==> src/rtl/wormhole_teleport.sv <==
// rtl/wormhole_teleport.sv - wormhole collision edge detect, per-object cooldown and one-hot teleport request FSM
// Ship (0), S1 (1) and S2 (2) share a single request/acknowledge channel; lower index wins arbitration.
module wormhole_teleport #(
  parameter logic [10:0] WH1_EXIT_X   = 11'd120,
  parameter logic [10:0] WH1_EXIT_Y   = 11'd80,
  parameter logic [10:0] WH2_EXIT_X   = 11'd500,
  parameter logic [10:0] WH2_EXIT_Y   = 11'd380,
  parameter logic [1:0]  COOLDOWN_SEC = 2'd2
) (
  input  logic        clk,
  input  logic        resetN,
  input  logic        oneSec,
  input  logic        collision_Wormhole1_Updated,
  input  logic        collision_Wormhole2_Updated,
  input  logic        S1_collision_Wormhole1_Updated,
  input  logic        S1_collision_Wormhole2_Updated,
  input  logic        S2_collision_Wormhole1_Updated,
  input  logic        S2_collision_Wormhole2_Updated,
  input  logic [2:0]  teleport_ack,
  output logic [2:0]  teleport_req,
  output logic [10:0] teleport_X,
  output logic [10:0] teleport_Y,
  output logic        teleport_drop,
  output logic        busy
);

  typedef enum logic {S_IDLE, S_REQ} state_t;

  state_t          state_q;
  logic [5:0]      coll_in;
  logic [5:0]      coll_q;
  logic            armed_q;
  logic [5:0]      rise;
  logic [2:0]      pending_q, pending_d;
  logic [2:0]      dest_wh1_q, dest_wh1_d;
  logic [2:0][1:0] cooldown_q, cooldown_d;
  logic [2:0]      accept;
  logic [2:0]      clr_mask;
  logic [1:0]      sel_q;
  logic [1:0]      arb_sel;
  logic [1:0]      tmo_q;
  logic            ack_sel;
  logic            tmo_done;
  logic [2:0]      req_q;
  logic [10:0]     x_q, y_q;
  logic            drop_q;

  // Bit 2*i is wormhole 1 and bit 2*i+1 is wormhole 2 for object i.
  assign coll_in = {S2_collision_Wormhole2_Updated, S2_collision_Wormhole1_Updated,
                    S1_collision_Wormhole2_Updated, S1_collision_Wormhole1_Updated,
                    collision_Wormhole2_Updated,    collision_Wormhole1_Updated};

  // armed_q stays low for the first edge after reset so a level already high is not taken as a rise.
  assign rise     = armed_q ? (coll_in & ~coll_q) : 6'd0;
  assign ack_sel  = teleport_ack[sel_q];
  assign tmo_done = oneSec && (tmo_q == 2'd1);

  always_comb begin
    accept     = 3'd0;
    dest_wh1_d = dest_wh1_q;
    clr_mask   = 3'd0;
    cooldown_d = cooldown_q;
    arb_sel    = 2'd0;
    if (state_q == S_REQ && (ack_sel || tmo_done))
      clr_mask = 3'b001 << sel_q;
    for (int i = 0; i < 3; i++) begin
      accept[i] = (rise[2*i] || rise[2*i+1]) && !pending_q[i] && (cooldown_q[i] == 2'd0);
      // A wormhole-1 hit exits at wormhole 2, so only a pure wormhole-2 hit selects the WH1 exit.
      if (accept[i])
        dest_wh1_d[i] = !rise[2*i];
      if (state_q == S_REQ && ack_sel && sel_q == 2'(i))
        cooldown_d[i] = COOLDOWN_SEC;
      else if (oneSec && cooldown_q[i] != 2'd0)
        cooldown_d[i] = cooldown_q[i] - 2'd1;
    end
    pending_d = (pending_q & ~clr_mask) | accept;
    if (pending_q[0])
      arb_sel = 2'd0;
    else if (pending_q[1])
      arb_sel = 2'd1;
    else
      arb_sel = 2'd2;
  end

  always_ff @(posedge clk or negedge resetN) begin
    if (!resetN) begin
      state_q    <= S_IDLE;
      coll_q     <= 6'd0;
      armed_q    <= 1'b0;
      pending_q  <= 3'd0;
      dest_wh1_q <= 3'd0;
      cooldown_q <= '0;
      sel_q      <= 2'd0;
      tmo_q      <= 2'd0;
      req_q      <= 3'd0;
      x_q        <= 11'd0;
      y_q        <= 11'd0;
      drop_q     <= 1'b0;
    end else begin
      coll_q     <= coll_in;
      armed_q    <= 1'b1;
      pending_q  <= pending_d;
      dest_wh1_q <= dest_wh1_d;
      cooldown_q <= cooldown_d;
      drop_q     <= 1'b0;
      case (state_q)
        S_IDLE: begin
          if (|pending_q) begin
            state_q <= S_REQ;
            sel_q   <= arb_sel;
            tmo_q   <= 2'd0;
            req_q   <= 3'b001 << arb_sel;
            x_q     <= dest_wh1_q[arb_sel] ? WH1_EXIT_X : WH2_EXIT_X;
            y_q     <= dest_wh1_q[arb_sel] ? WH1_EXIT_Y : WH2_EXIT_Y;
          end
        end
        S_REQ: begin
          if (ack_sel || tmo_done) begin
            state_q <= S_IDLE;
            req_q   <= 3'd0;
            x_q     <= 11'd0;
            y_q     <= 11'd0;
            drop_q  <= !ack_sel;
          end else if (oneSec) begin
            tmo_q <= tmo_q + 2'd1;
          end
        end
        default: state_q <= S_IDLE;
      endcase
    end
  end

  assign teleport_req  = req_q;
  assign teleport_X    = x_q;
  assign teleport_Y    = y_q;
  assign teleport_drop = drop_q;
  assign busy          = (state_q == S_REQ);

endmodule

==> config.mk <==
export PLATFORM = sky130hd
export DESIGN_NAME = wormhole_teleport
export DESIGN_NICKNAME = d
export VERILOG_FILES = /design/src/rtl/wormhole_teleport.sv
export SDC_FILE = /design/constraint.sdc
export NUM_CORES = 1
export LEC_CHECK = 0
export CORE_ASPECT_RATIO = 1.2
export CORE_MARGIN = 1.5
export CORE_UTILIZATION = 38
export CTS_CLUSTER_SIZE = 8
export DETAILED_ROUTE_END_ITERATION = 6
export GPL_TIMING_DRIVEN = 1
export SLEW_MARGIN = 0
export SYNTH_ARGS = -nofsm -noshare
export SYNTH_HDL_FRONTEND = slang
export SYNTH_SLANG_ARGS = --single-unit
==> constraint.sdc <==
create_clock -name clk -period 2.3 [get_ports clk]
set_clock_uncertainty 0.1 [all_clocks]
set_input_delay 0.23 -clock clk [delete_from_list [all_inputs] [get_ports clk]]
set_output_delay 0.23 -clock clk [all_outputs]
set_load 0.02 [all_outputs]
==> results of run 1 <==
-- power breakdown --
group	internal, µW	leakage [µW]	switching, µW
Combinational	580	0.000448	596
Sequential	748	0.000373	185
Clock	212	0.0000422	194
-- cells in the final DEF (no fill, tap or decap), drive strengths merged, types with 4 or more instances in the layout --
master	synthesis	layout
o21ai	5	5
nand2	10	10
clkdlybuf4s50	0	29
a21o	4	4
nor2	6	6
nand3b	4	4
dfrtp	31	31
conb	2	10
ha	4	4
inv	14	14
clkbuf	1	7
nand2b	6	6
-- metrics by stage --
step	hold WS, ps	power [µW]
after floorplan	-165.6	1860
after global placement	375.8	2094
after detailed placement	379.2	2134
after CTS	254.6	2546
after global routing	279.4	2719
final	229.7	2515
-- per-layer routing --
layer  GRT usage (%)  vias up  part of all wire (%)
met4           4.965        0                   1.8
met1           15.01      490                    43
li1                -      519                     -
met5               0        -                     0
met3           4.754        5                   5.0
met2           22.46       29                    50
-- sequential cells by signal, summed over array words and instances (netlist names), 2 cells and up --
register and flops:
teleport_X 3, pending_q 3, tmo_q 2, dest_wh1_q 3, coll_q 6, cooldown_q 6, teleport_req 3, sel_q 2
-- worst min path at each step --
stage | cells after the start | start | slack, ps | to
after floorplan | 0 | resetN | -170 | armed_q
after global placement | 1 | teleport_req[2] | 380 | teleport_req[2]
after detailed placement | 1 | teleport_req[2] | 380 | teleport_req[2]
after CTS | 2 | resetN | 250 | sel_q[0]
after global routing | 2 | resetN | 280 | cooldown_q[4]
final | 2 | resetN | 230 | cooldown_q[2]
-- cell families (layout without fill, tap and decap cells) --
logic type	count (synthesis)	after routing
simple gates	40	40
buf+inv	39	53
flops	31	31
compound gates	25	25
mux	6	6
fa+ha+maj	4	4
xor+xnor	3	3
other cells	2	10
-- worst max-delay path, stage by stage (launching register included) --
cell      delay (ps)
dfrtp_1          470
mux2i_1          170
o311ai_2         700
nor2_2           120
a22o_1           230
-- area by class of cell --
type	instances	area, µm²
clock buffers	7	76.32
clock inverters	1	5.005
fillers	389	2096
inverters	14	52.55
multi-input cells	88	594.3
flip-flops and latches	31	775.7
well taps	54	67.56
repair buffers	31	305.3
==> flow_summary_export.csv, run 1 <==
group,metric,value,unit
synth,synth-adder-area-share,3.172,%
sta,worst_slack,404.8,ps
sta,setup_viol,0,
critical_path,r2r_start,"sel_q[0]",
global_route,grt_pass1_wl,4.395,mm
synth,synth_most_common_cell,"dfrtp_1",
sta,hold_viol_final,0,
clock_network,cts_htree_levels,2,
pwr,ir_drop,0.0005188,V
floorplanning,core-area,3973,µm²
clock_network,clockBufferDepth,2,
synth,syn_inst,150,
outcome,status,"completed",
final_layout,drive_gt1_share,8.721,%
place,post-place-ws,216.3,ps
place,dp.cells,218,
synth,synthTopCellsByCount,"dfrtp_1 (31), buf_4 (19), inv_1 (14)",
critical_path,reg2reg_depth,4,
place,hpwl,1.970,mm
critical_path,start_kind,"flop",
final_layout,antenna_cells,0,
final_layout,fin_nets,187,
synth,synth-xor-area-share,1.665,%
min_path,hp-class,"in2async",
clock_network,cts_num_sinks,31,
critical_path,critical_path_class,"reg2reg",
critical_path,cp.arrival,1970,ps
synth,async_reset_ff_share,100.0,%
global_route,grt_pass1_vias,1025,
synth,ys_seq_area_share,49.17,%
synth,ys_dominant_reg_cell,"dfrtp_1",
place,place_area,1795,µm²
sta,rsz0062_at_grt,"false",
floorplanning,boundaryPins,39,
final_layout,final_cells,226,
synth,synth_top_family_by_area,"buffers and inverters",
sta,finalCriticalPeriod,1895,ps
floorplanning,die-height,73.59,µm
synth,syn_avg_cell_area,10.52,µm²
floorplanning,num_rows,25,
clock_network,cts_tree,"done",
critical_path,path_max_fanout,11,
synth,synth-seq-cells,31,
sta,drv_slew,0,
synth,synth.area.top_cells,"dfrtp_1 (49%), buf_4 (9.0%), inv_1 (3.3%)",
synth,yosysTopAreaCellShare,49.17,%
route,wl_per_cell,11.60,µm
pwr,powerDensity,1340,nW/µm²
final_layout,fin_util,47.24,%
synth,syn_area,1578,µm²
clock_network,cts_buffers,5,
place,port_buffers,29,
route,vias,1043,
sta,worst_pin_slew,823.8,ps
route,dr.pass1.iters,4,
global_route,antenna_found_initial,0,
clock_network,clockRootBuffer,"clkbuf_8",
sta,fin_crit_sh,82.40,%
sta,fmax,527.6,MHz
sta,tns,0,ps
route,drc,0,
floorplanning,dieArea,4549,µm²
synth,synth_top_cell_by_area,"dfrtp_1",
synth,synthMuxAreaShare,4.044,%
critical_path,r2r_slack,400,ps
synth,synthSimpleGateAreaFrac,14.27,%
final_layout,final_area,1877,µm²
floorplanning,die_x,61.82,µm
critical_path,timing.critical_path.to,"teleport_req[0]",
synth,synth_edf_count,0,
global_route,grt_overflow_total,0,
critical_path,crit_required,2370,ps
critical_path,end_kind,"flop",
global_route,track_usage,13.28,%
route,drtAntennaViolNets,0,
flow_run,cap_viol_max_count,0,
clock_network,cts-resized-gates,0,
pwr,p_leak,0.0008630,µW
sta,maxSlewHeadroom,44.99,%
final_layout,areaGrowthSynthToFinish,18.95,%
clock_network,postCtsHoldBufs,0,
global_route,grt_max_degree,32,
route,wl,2.621,mm
critical_path,setup.worst_path.start,"sel_q[0]",
critical_path,rr_endpoint,"teleport_req[0]",
clock_network,clk_pin_slew_worst_paths,60,ps
synth,synth_compound_area_share,12.13,%
place,gp_congestion,0.7168,
route,drt_first_iter_violations,25,
clock_network,post-cts-setup-buffer-count,0,
route,via_per_inst,4.615,
synth,yosysWarnings,0,
clock_network,clk_latency,280,ps
floorplanning,initial_core_util,39.72,%
synth,yosysUniqueCellTypes,40,
No activity file was read; power rests on OpenSTA's default activity.
==> run 2, diff against run 1 <==
clock period = 1.82 ns   (was 2.3 ns; I/O delays follow)
==> run 2 against run 1 <==
Final cell count increased by 0.44%. Critical path type is now reg2out. Global-route usage increased by 1.2 points. Non-clock buffer count increased by 2. Setup slack got worse by 350 ps. Highest routed layer unchanged. Hold slack got worse by 39 ps. Final area increased by 1.1%. Clock power increased by 32%. Power increased by 29%. First-iteration DRC count decreased by 8.0%. Critical endpoint is now busy. Routed wire length increased by 7.8%.
==> flow_summary_export.csv, run 2 (same netlist as run 1, synthesis figures left out) <==
group,metric,value,unit
outcome,status,"completed",
route,wl,2.826,mm
critical_path,start_kind,"flop",
floorplanning,boundaryPins,39,
route,wl_per_cell,12.45,µm
sta,fin_crit_sh,97.23,%
sta,drv_slew,0,
critical_path,reg2reg_depth,5,
global_route,grt_pass1_vias,1023,
critical_path,path_max_fanout,9,
place,hpwl,2.180,mm
route,drtAntennaViolNets,0,
final_layout,fin_nets,189,
critical_path,path_buf_inv,1,
floorplanning,die_x,61.82,µm
pwr,p_leak,0.0008777,µW
clock_network,cts_num_sinks,31,
pwr,powerDensity,1704,nW/µm²
critical_path,end_kind,"output pin",
sta,fmax,565.1,MHz
floorplanning,dieArea,4549,µm²
critical_path,slowest_stage,"clkdlybuf4s50_1",
clock_network,clockBufferDepth,2,
clock_network,postCtsHoldBufs,0,
min_path,hp-class,"in2async",
sta,setup_viol,0,
place,port_buffers,29,
clock_network,clockRootBuffer,"clkbuf_8",
final_layout,fin_util,47.78,%
sta,rsz0062_at_grt,"false",
route,dr.pass1.iters,4,
route,drc,0,
final_layout,areaGrowthSynthToFinish,20.30,%
critical_path,path_depth,1,
final_layout,final_common_cell,"dfrtp_1",
clock_network,cts_tree,"done",
clock_network,clk_latency,280,ps
route,drt_first_iter_violations,23,
route,via_per_inst,4.652,
place,gp_congestion,0.7174,
global_route,grt_pass1_wl,4.698,mm
sta,finalCriticalPeriod,1770,ps
critical_path,cp_slowest_stage_delay,670,ps
critical_path,cp_top_family,"buffers and inverters",
global_route,track_usage,14.48,%
floorplanning,die-height,73.59,µm
clock_network,cts_buffers,5,
pwr,ir_drop,0.0005525,V
critical_path,cp.arrival,1490,ps
flow_run,cap_viol_max_count,0,
final_layout,top_regs,"coll_q: 6 flops, cooldown_q: 6 flops",
route,vias,1056,
clock_network,cts_htree_levels,2,
sta,tns,0,ps
sta,hold_viol_final,0,
final_layout,drive_gt1_share,10.40,%
clock_network,clk_pin_slew_worst_paths,60,ps
floorplanning,core-area,3973,µm²
global_route,grt_overflow_total,0,
floorplanning,initial_core_util,39.72,%
global_route,antenna_found_initial,0,
critical_path,path_cells,"clkdlybuf4s50_1",
clock_network,cts-resized-gates,0,
final_layout,antenna_cells,0,
clock_network,post-cts-setup-buffer-count,0,
floorplanning,num_rows,25,
final_layout,final_cell_mix,"dfrtp_1 (31), clkdlybuf4s50_1 (29), inv_1 (14)",
critical_path,crit_required,1540,ps
critical_path,critical_path_class,"reg2out",
global_route,grt_max_degree,32,
[run 2: cell count changes in the layout (fill, tap and decap cells not counted), sizes merged]
cell / change
buf: +2
clkbuf: -1
[run 2: path summary, 6_finish.rpt]
check	slack, ps	start	to
max	50	busy	busy
min	190	resetN	cooldown_q[3]
max reg2reg	130	busy	pending_q[2]
min reg2reg	390	teleport_req[2]	teleport_req[2]
max in group asynchronous	1150	resetN	coll_q[0]
min in group clk	270	collision_Wormhole2_Updated	coll_q[1]
[run 2: final cells by class]
cell class              count  area [µm²]
fillers                   399        2074
flip-flops and latches     31       775.7
multi-input cells          88       594.3
repair buffers             33       320.3
clock buffers               6       82.58
well taps                  54       67.56
inverters                  14       52.55
clock inverters             1       5.005
[run 2: where the power goes]
group | switching, µW | internal (µW) | leakage (µW) | total, µW
clock network | 238 | 296 | 0.0000470 | 534
registers | 260 | 945 | 0.000373 | 1200
logic | 744 | 752 | 0.000458 | 1500
total | 1240 | 1990 | 0.000878 | 3230
[run 2: routing by layer]
| metal | part of all wire [%] | routed length, µm | GRT usage, % |
|---|---|---|---|
| met3 | 5.2 | 146 | 5.282 |
| met4 | 1.7 | 48 | 5.674 |
| met2 | 52 | 1461 | 23.04 |
| met5 | 0 | 0 | 0 |
| met1 | 41 | 1169 | 17.57 |
[run 2: through the flow]
step / power [µW] / std cells / hold WS (ps) / worst slack, ps / instance area [µm²]
after floorplan: 2351 / 158 / -213.6 / 291.0 / 1608
final: 3235 / 227 / 190.9 / 50.37 / 1898
after detailed placement: 2736 / 220 / 376.0 / 115.3 / 1810
after global placement: 2682 / 220 / 378.9 / 117.3 / 1810
after CTS: 3282 / 227 / 201.5 / 36.01 / 1898
after global routing: 3504 / 227 / 242.7 / 5.896 / 1898
